**config.mk**
```make
export PLATFORM = sky130hd
export DESIGN_NAME = axis_skid_buffer_p
export DESIGN_NICKNAME = d
export VERILOG_FILES = /design/src/rtl/axis_skid_pkg.sv /design/src/rtl/axis_skid_reg.sv /design/src/rtl/axis_skid_buffer_p.sv
export SDC_FILE = /design/constraint.sdc
export NUM_CORES = 1
export LEC_CHECK = 0
export BUFFER_PORTS_ARGS = -buffer_cell sky130_fd_sc_hd__buf_2
export CELL_PAD_IN_SITES_DETAIL_PLACEMENT = 0
export CELL_PAD_IN_SITES_GLOBAL_PLACEMENT = 1
export CORE_AREA = 3 3 61 63
export DETAILED_ROUTE_END_ITERATION = 7
export DIE_AREA = 0 0 64 66
export PLACE_DENSITY_LB_ADDON = 0.1
export SYNTH_ARGS = -nofsm -noshare
export SYNTH_HDL_FRONTEND = slang
export SYNTH_SLANG_ARGS = --single-unit
```
**constraint.sdc**
```tcl
create_clock -name clk -period 1.56 [get_ports clk]
set_clock_uncertainty 0.2 [all_clocks]
set_input_delay 0.312 -clock clk [delete_from_list [all_inputs] [get_ports clk]]
set_output_delay 0.312 -clock clk [all_outputs]
set_load 0.01 [all_outputs]
```
**src/rtl/axis_skid_pkg.sv**
```systemverilog
// rtl/axis_skid_pkg.sv - shared types for the AXI4-Stream register slice
package axis_skid_pkg;

  typedef enum {SKID_BYPASS, SKID_FWD, SKID_FULL} skid_mode_e;

  typedef enum logic [1:0] {EMPTY, BUSY, FULL} skid_state_e;

  localparam int OCC_W = 2;

endpackage

```
**src/rtl/axis_skid_reg.sv**
```systemverilog
// rtl/axis_skid_reg.sv - enable-loaded payload register with async reset and sync clear
module axis_skid_reg #(
  parameter int W          = 9,
  parameter bit RESET_DATA = 1'b1
) (
  input  logic         clk,
  input  logic         rstn,
  input  logic         clr,
  input  logic         en,
  input  logic [W-1:0] d,
  output logic [W-1:0] q
);

  generate
    if (RESET_DATA) begin : g_rst
      always_ff @(posedge clk or negedge rstn) begin
        if (!rstn)    q <= '0;
        else if (clr) q <= '0;
        else if (en)  q <= d;
      end
    end else begin : g_nrst
      // Payload is qualified by valid, so stale contents are harmless here.
      always_ff @(posedge clk) begin
        if (en) q <= d;
      end
    end
  endgenerate

endmodule

```
**src/rtl/axis_skid_buffer_p.sv**
```systemverilog
// rtl/axis_skid_buffer_p.sv - AXI4-Stream register slice with selectable full/forward/bypass mode
module axis_skid_buffer_p
  import axis_skid_pkg::*;
#(
  parameter int         DATA_SIZE  = 8,
  parameter skid_mode_e MODE       = SKID_FULL,
  parameter bit         RESET_DATA = 1'b1
) (
  input  logic                 clk,
  input  logic                 rstn,
  input  logic                 flush,
  input  logic [DATA_SIZE-1:0] s_data,
  input  logic                 s_last,
  input  logic                 s_valid,
  output logic                 s_ready,
  output logic [DATA_SIZE-1:0] m_data,
  output logic                 m_last,
  output logic                 m_valid,
  input  logic                 m_ready,
  output logic [OCC_W-1:0]     occupancy
);

  localparam int W = DATA_SIZE + 1;

  generate
    if (MODE == SKID_FULL) begin : g_full
      skid_state_e    state;
      logic           rdy_q, vld_q;
      logic           in_hs, out_hs, main_en, skid_en;
      logic [W-1:0]   main_d, main_q, skid_q;

      // flush voids both handshakes of its cycle
      assign s_ready = rdy_q && !flush;
      assign in_hs   = s_valid && s_ready;
      assign out_hs  = vld_q && m_ready && !flush;

      always_comb begin
        main_en = 1'b0;
        skid_en = 1'b0;
        main_d  = {s_last, s_data};
        case (state)
          EMPTY: main_en = in_hs;
          BUSY: begin
            main_en = in_hs && out_hs;
            skid_en = in_hs && !out_hs;
          end
          FULL: begin
            main_en = out_hs;
            main_d  = skid_q;
          end
          default: ;
        endcase
      end

      always_ff @(posedge clk or negedge rstn) begin
        if (!rstn) begin
          state <= EMPTY;
          rdy_q <= 1'b0;
          vld_q <= 1'b0;
        end else if (flush) begin
          state <= EMPTY;
          rdy_q <= 1'b1;
          vld_q <= 1'b0;
        end else begin
          case (state)
            EMPTY: begin
              rdy_q <= 1'b1;
              if (in_hs) begin
                state <= BUSY;
                vld_q <= 1'b1;
              end
            end
            BUSY: begin
              if (in_hs && !out_hs) begin
                state <= FULL;
                rdy_q <= 1'b0;
              end else if (out_hs && !in_hs) begin
                state <= EMPTY;
                vld_q <= 1'b0;
              end
            end
            FULL: begin
              if (out_hs) begin
                state <= BUSY;
                rdy_q <= 1'b1;
              end
            end
            default: begin
              state <= EMPTY;
              rdy_q <= 1'b1;
              vld_q <= 1'b0;
            end
          endcase
        end
      end

      axis_skid_reg #(.W(W), .RESET_DATA(RESET_DATA)) u_main (
        .clk(clk), .rstn(rstn), .clr(flush), .en(main_en), .d(main_d), .q(main_q)
      );
      axis_skid_reg #(.W(W), .RESET_DATA(RESET_DATA)) u_skid (
        .clk(clk), .rstn(rstn), .clr(flush), .en(skid_en), .d({s_last, s_data}), .q(skid_q)
      );

      assign m_valid   = vld_q;
      assign m_data    = main_q[DATA_SIZE-1:0];
      assign m_last    = main_q[DATA_SIZE];
      assign occupancy = OCC_W'(state);

    end else if (MODE == SKID_FWD) begin : g_fwd
      logic         vld_q, in_hs;
      logic [W-1:0] main_q;

      assign s_ready = (m_ready || !vld_q) && !flush;
      assign in_hs   = s_valid && s_ready;

      always_ff @(posedge clk or negedge rstn) begin
        if (!rstn)        vld_q <= 1'b0;
        else if (flush)   vld_q <= 1'b0;
        else if (in_hs)   vld_q <= 1'b1;
        else if (m_ready) vld_q <= 1'b0;
      end

      axis_skid_reg #(.W(W), .RESET_DATA(RESET_DATA)) u_main (
        .clk(clk), .rstn(rstn), .clr(flush), .en(in_hs), .d({s_last, s_data}), .q(main_q)
      );

      assign m_valid   = vld_q;
      assign m_data    = main_q[DATA_SIZE-1:0];
      assign m_last    = main_q[DATA_SIZE];
      assign occupancy = {1'b0, vld_q};

    end else begin : g_bypass
      assign m_data    = s_data;
      assign m_last    = s_last;
      assign m_valid   = s_valid;
      assign s_ready   = m_ready;
      assign occupancy = '0;
    end
  endgenerate

endmodule
```
-- Word-level counts from Yosys, hierarchy flattened
Cells that the tools add are included.
- equality and inequality tests: 9
- mux-type cells: 22
- reduce and logical (&&, ||, !) cells: 16
- operators with widths (kind ; count):
    $mux 9 ; 5
    $ne 3x3->1 const B ; 5
    $mux 2 ; 5
    $mux 1 ; 8
    $logic_and 1x1->1 ; 7
    $pmux 1 s3 ; 2
    $pmux 2 s3 ; 1
    $ne 4x4->1 const B ; 1
    $reduce_and 4->1 ; 1
    $reduce_bool 2->1 ; 2
    $logic_not 1->1 ; 3
    $reduce_and 3->1 ; 1
    $eq 2x1->1 const B ; 1
    $eq 2x2->1 const B ; 1
    $logic_not 2->1 ; 1
    $ne 2x2->1 const B ; 1
    $pmux 1 s2 ; 1
    $reduce_and 2->1 ; 1
- register bits: 22

-- Depth between registers and ports, before layout
- depth in word-level cells: 9
- gate-level depth with buffers: 5
- depth with buffers taken out: 4

-- Cells and area by module
Synthesis repeated with hierarchy kept, for this count alone.
- cell total of the unflattened synthesis: 97
- area total of the unflattened synthesis: 1117.3 µm²
- by module, submodules not included (module ; times used ; cells each ; area each (µm²) ; seq. area each (µm²)):
    axis_skid_reg ; 2 ; 29 ; 364.1 ; 225.2
    axis_skid_buffer_p ; 1 ; 39 ; 389.1 ; 100.1

-- Worst setup path after synthesis
OpenSTA, ideal clock, no wires.
- path kind: reg2reg
- start: register g_full.state[0], in the netlist occupancy[0]
- end: register g_full.u_main.q[1]
- setup time: 0.096 ns
- arrival time: 1.378 ns
- setup slack: -0.113 ns
- stages on the path, launching flop included: 6
- buffers on the path: 1
- period minus slack after synthesis: 1.673 ns
- path through: dfrtp_1 > nand4b_2 > a21boi_4 > buf_6 > nor2_2 > a311oi_2
- longest elaborated chain between the ends: 4
- RTL lines (item ; RTL line ; text):
    from (decl) ; axis_skid_buffer_p.sv:27 ; skid_state_e state;
    from (signal assigned) ; axis_skid_buffer_p.sv:57 ; state <= EMPTY;
    from (signal assigned) ; axis_skid_buffer_p.sv:61 ; state <= EMPTY;
    from (signal assigned) ; axis_skid_buffer_p.sv:69 ; state <= BUSY;
    $eq 2x2->1 ; axis_skid_buffer_p.sv:41 ; case (state)
    $mux 9 ; axis_skid_buffer_p.sv:41 ;
    $mux 9 ; axis_skid_reg.sv:19 ; else if (en) q <= d;
    $mux 9 ; axis_skid_reg.sv:18 ; else if (clr) q <= '0;
    to (signal assigned) ; axis_skid_reg.sv:17 ; if (!rstn) q <= '0;
    to (signal assigned) ; axis_skid_reg.sv:18 ;
    to (signal assigned) ; axis_skid_reg.sv:19 ;
    to (decl) ; axis_skid_reg.sv:11 ; output logic [W-1:0] q
Parallel ways exist; a longest one is shown, timed or not. The select of a mux whose other input is x is not followed.
A chain may end at the register's enable or synchronous reset.

-- Worst setup path in the final report
- start: register g_full.state[0], in the netlist occupancy[0]
- end: register g_full.u_main.q[6]
The elaborated chain is that of the path after synthesis.

==> metrics.md <==
| Metric | Value |
|---|---|
| Core box area | `0.003284 mm^2` |
| Initial core utilization | `0.3371` |
| Part of the Yosys area used for sequential elements | `0.4972` |
| XOR/XNOR share of the synthesized area | `0.007910` |
| Main synth FF type | `dfrtp_1` |
| Slowest stage delay, CP | `0.46 ns` |
| Max-Cap Viols | `0` |
| CTS max path bufs | `2` |
| Class of the worst hold path | `input pin to register` |
| Largest net degree at the start of global routing | `26` |
| Post-synth top area share | `0.4972` |
| Nets | `179` |
| Cells after synthesis | `118` |
| Fin Setup TNS | `-0.1287 ns` |
| Grt total ovfl | `0` |
| Combinational family with the most area after synthesis | `simple AND/OR/NAND/NOR gates` |
| # rows | `21` |
| Die ar. | `0.004224 mm^2` |
| HPWL after DPL | `1833 um` |
| Final setup vio count | `7` |
| H-tree levels | `1` |
| Final WS setup | `-0.03137 ns` |
| Final Max Slew Viols | `0` |
| Post-synthesis mux area share | `0` |
| TritonCTS Sinks | `22` |
| Adder-Cell Fraction of Synth Area | `0` |
| Failing checks | `negative setup slack` |
| Fmax | `628.4 MHz` |
| Layout cells sized above 1 | `0.3720` |
| Violation count after the first detailed-route iteration | `26` |
| Relative slew slack | `0.6685` |
| Crit path kind | `register to register` |
| Unrepaired setup endpoints after global routing | `yes` |
| CTS tree | `yes` |
| Avg Inst Size Synth | `9.384 um^2` |
| WP data arrival | `1.60 ns` |
| Crit start category | `register` |
| Most frequent cell after synthesis | `nand2_1` |
| Synth Register Bits | `22` |
| Max rail drop VDD | `549.0 uV` |
| Vias | `961` |
| Vias per inst | `4.576` |
| Fin crit share | `1.020` |
| Critical-path maximum fanout | `18` |
| Synth unique cells | `25` |
| Fillers | `339` |
| Die width | `64 um` |
| Initial antenna violation count | `0` |
| Worst Tran Pin Value | `0.4973 ns` |
| Max stage delay cell, worst path | `dfrtp_2` |
| Synth area leader | `dfrtp_1` |
| Synthesized cell area | `0.001107 mm^2` |
| Post-synth EDFFs | `0` |
| Leak | `0.0007845 uW` |
| Drt first pass iters | `4` |
| DRC | `0` |
| Complex-gate fraction of the synthesized area | `0.1514` |
| Root buf cell | `clkbuf_4` |
| Die Ht | `66 um` |
| I/O Pins | `27` |
| Commonest cells post-synth | `37 x nand2_1, 22 x dfrtp_1, 10 x nor2_1` |
| Critical-path cell list | `a21bo_4, a21boi_4, buf_12, nor2_1, a311oi_1` |
| Yosys warning total | `0` |
| First-pass GRT wire length | `4629 um` |
| Async set or reset register ratio after synthesis | `1.000` |
| Mapped Nets | `132` |
| Top cells by area, synth | `dfrtp_1 50%, nand2_1 13%, a311oi_1 6.3%` |
| Data required, critical path | `1.57 ns` |
| Tmin final | `1.591 ns` |
| N_diodes | `0` |
| CTS clk-pin slew, worst paths | `0.12 ns` |
| Number of port buffers | `26` |
| GRT Total Usage | `0.1386` |
| Total Routed Length | `2640 um` |
| Setup crit end kind | `register` |
| CTS Buf Count | `3` |
| Vias in the first global route | `969` |
| GPL Wtd Cong | `0.6934` |
| Final hold violations | `0` |
| PwrDens | `780.9 mW/mm^2` |
| Register Area | `554.3 um^2` |
| Hold_ws | `0.01840 ns` |
| Outcome | `finished with violations` |
| Area occupied by multi-input gates | `561.8 um^2` |
| WL per Instance | `12.57 um` |
| Clock latency on the worst-skew pair | `0.30 ns` |
| Remaining antenna violation count after routing | `0` |
| Simple-gate area share of the yosys netlist | `0.3085` |
| Syn-to-layout area delta | `42.26%` |
==> worst max-delay path: cells and delay by family (launching register included) <==
kind                   cells  cell delay [ns]
buffers and inverters      1             0.16
DFF                        1             0.46
and+or+nand+nor            1             0.05
AOI/OAI and AO/OA          3             0.63
==> layout make-up <==
cell class	instances	area share
sequential	22	0.3519
clock buffer	4	0.01668
timing repair buffer	48	0.2335
tap	46	0.03654
inverter	2	0.004766
multi-input combinational	88	0.3566
==> path summary, 6_finish.rpt <==
path,startpoint,slack [ns],cells past startpoint,endpoint
setup reg to reg,occupancy[0],-0.03,5,g_full.u_main.q[6]
setup / recovery,occupancy[0],-0.03,5,g_full.u_main.q[6]
max in group asynchronous,rstn,0.50,2,occupancy[1]
min in group asynchronous,rstn,0.29,2,g_full.u_skid.q[3]
hold reg to reg,g_full.u_skid.q[8],0.33,2,g_full.u_skid.q[8]
hold / removal,s_data[2],0.02,3,g_full.u_skid.q[2]
==> power by group <==
| part | switching, uW | internal (uW) |
|---|---|---|
| combinational | 156 | 172 |
| sequential | 28.7 | 610 |
| clock | 163 | 99.6 |
| total | 348 | 882 |
==> logic make-up after synthesis <==
family                 Yosys count
XOR/XNOR                         1
flip-flops                      22
AND/OR/NAND/NOR                 67
buffers and inverters            8
AO/OA/AOI/OAI                   20
==> flip-flops by register name, summed over array words and instances, names as in the netlist <==
register and flops:
occupancy 2, g_full.rdy_q 1, g_full.u_main.q 9, g_full.u_skid.q 9, m_valid 1
==> repair_timing <==
| action | 4_1_cts | 5_1_grt |
|---|---|---|
| resized for setup | 5 | 11 |
| buffers inserted | 2 | 0 |
| endpoints found under the setup margin | 20 | 16 |
| pin swaps | 1 | 4 |
| hold endpoints to repair | 27 | 0 |
| hold buffers | 6 | 0 |
==> placed cells by master, fill, tap and decap left out, types with 2 or more instances in the layout <==
cell,netlist,layout
nand2_1,37,37
buf_2,1,23
or2_2,3,2
o22ai_1,3,2
buf_6,1,10
clkbuf_4,0,3
buf_4,0,8
dlygate4sd3_1,0,6
a311oi_1,8,8
dfrtp_1,22,19
inv_1,2,2
nor2_1,10,10
a21oi_1,4,4
nand3b_1,8,8
dfrtp_2,0,3
==> metal layers <==
metal | global-route usage | vias to the layer above | part of all wire
li1 | - | 499 | -
met1 | 0.1806 | 445 | 0.48
met2 | 0.2323 | 15 | 0.48
met3 | 0.03741 | 2 | 0.036
met4 | 0.02426 | 0 | 0.0057
met5 | 0 | - | 0
==> per-stage QoR <==
stage	util	setup WS (ns)	instance area [um^2]	std cells	total power [uW]
global placement	0.4263	-0.01784	1400	198	931.5
CTS	0.4640	-0.05295	1524	210	1235
detailed placement	0.4263	-0.06733	1400	198	937.5
floorplan	-	-0.03401	1132	118	801.2
global route	0.4796	-0.1196	1575	210	1323
finish	0.4796	-0.03137	1575	210	1230
Note: power is estimated with default switching activity, not from simulation.
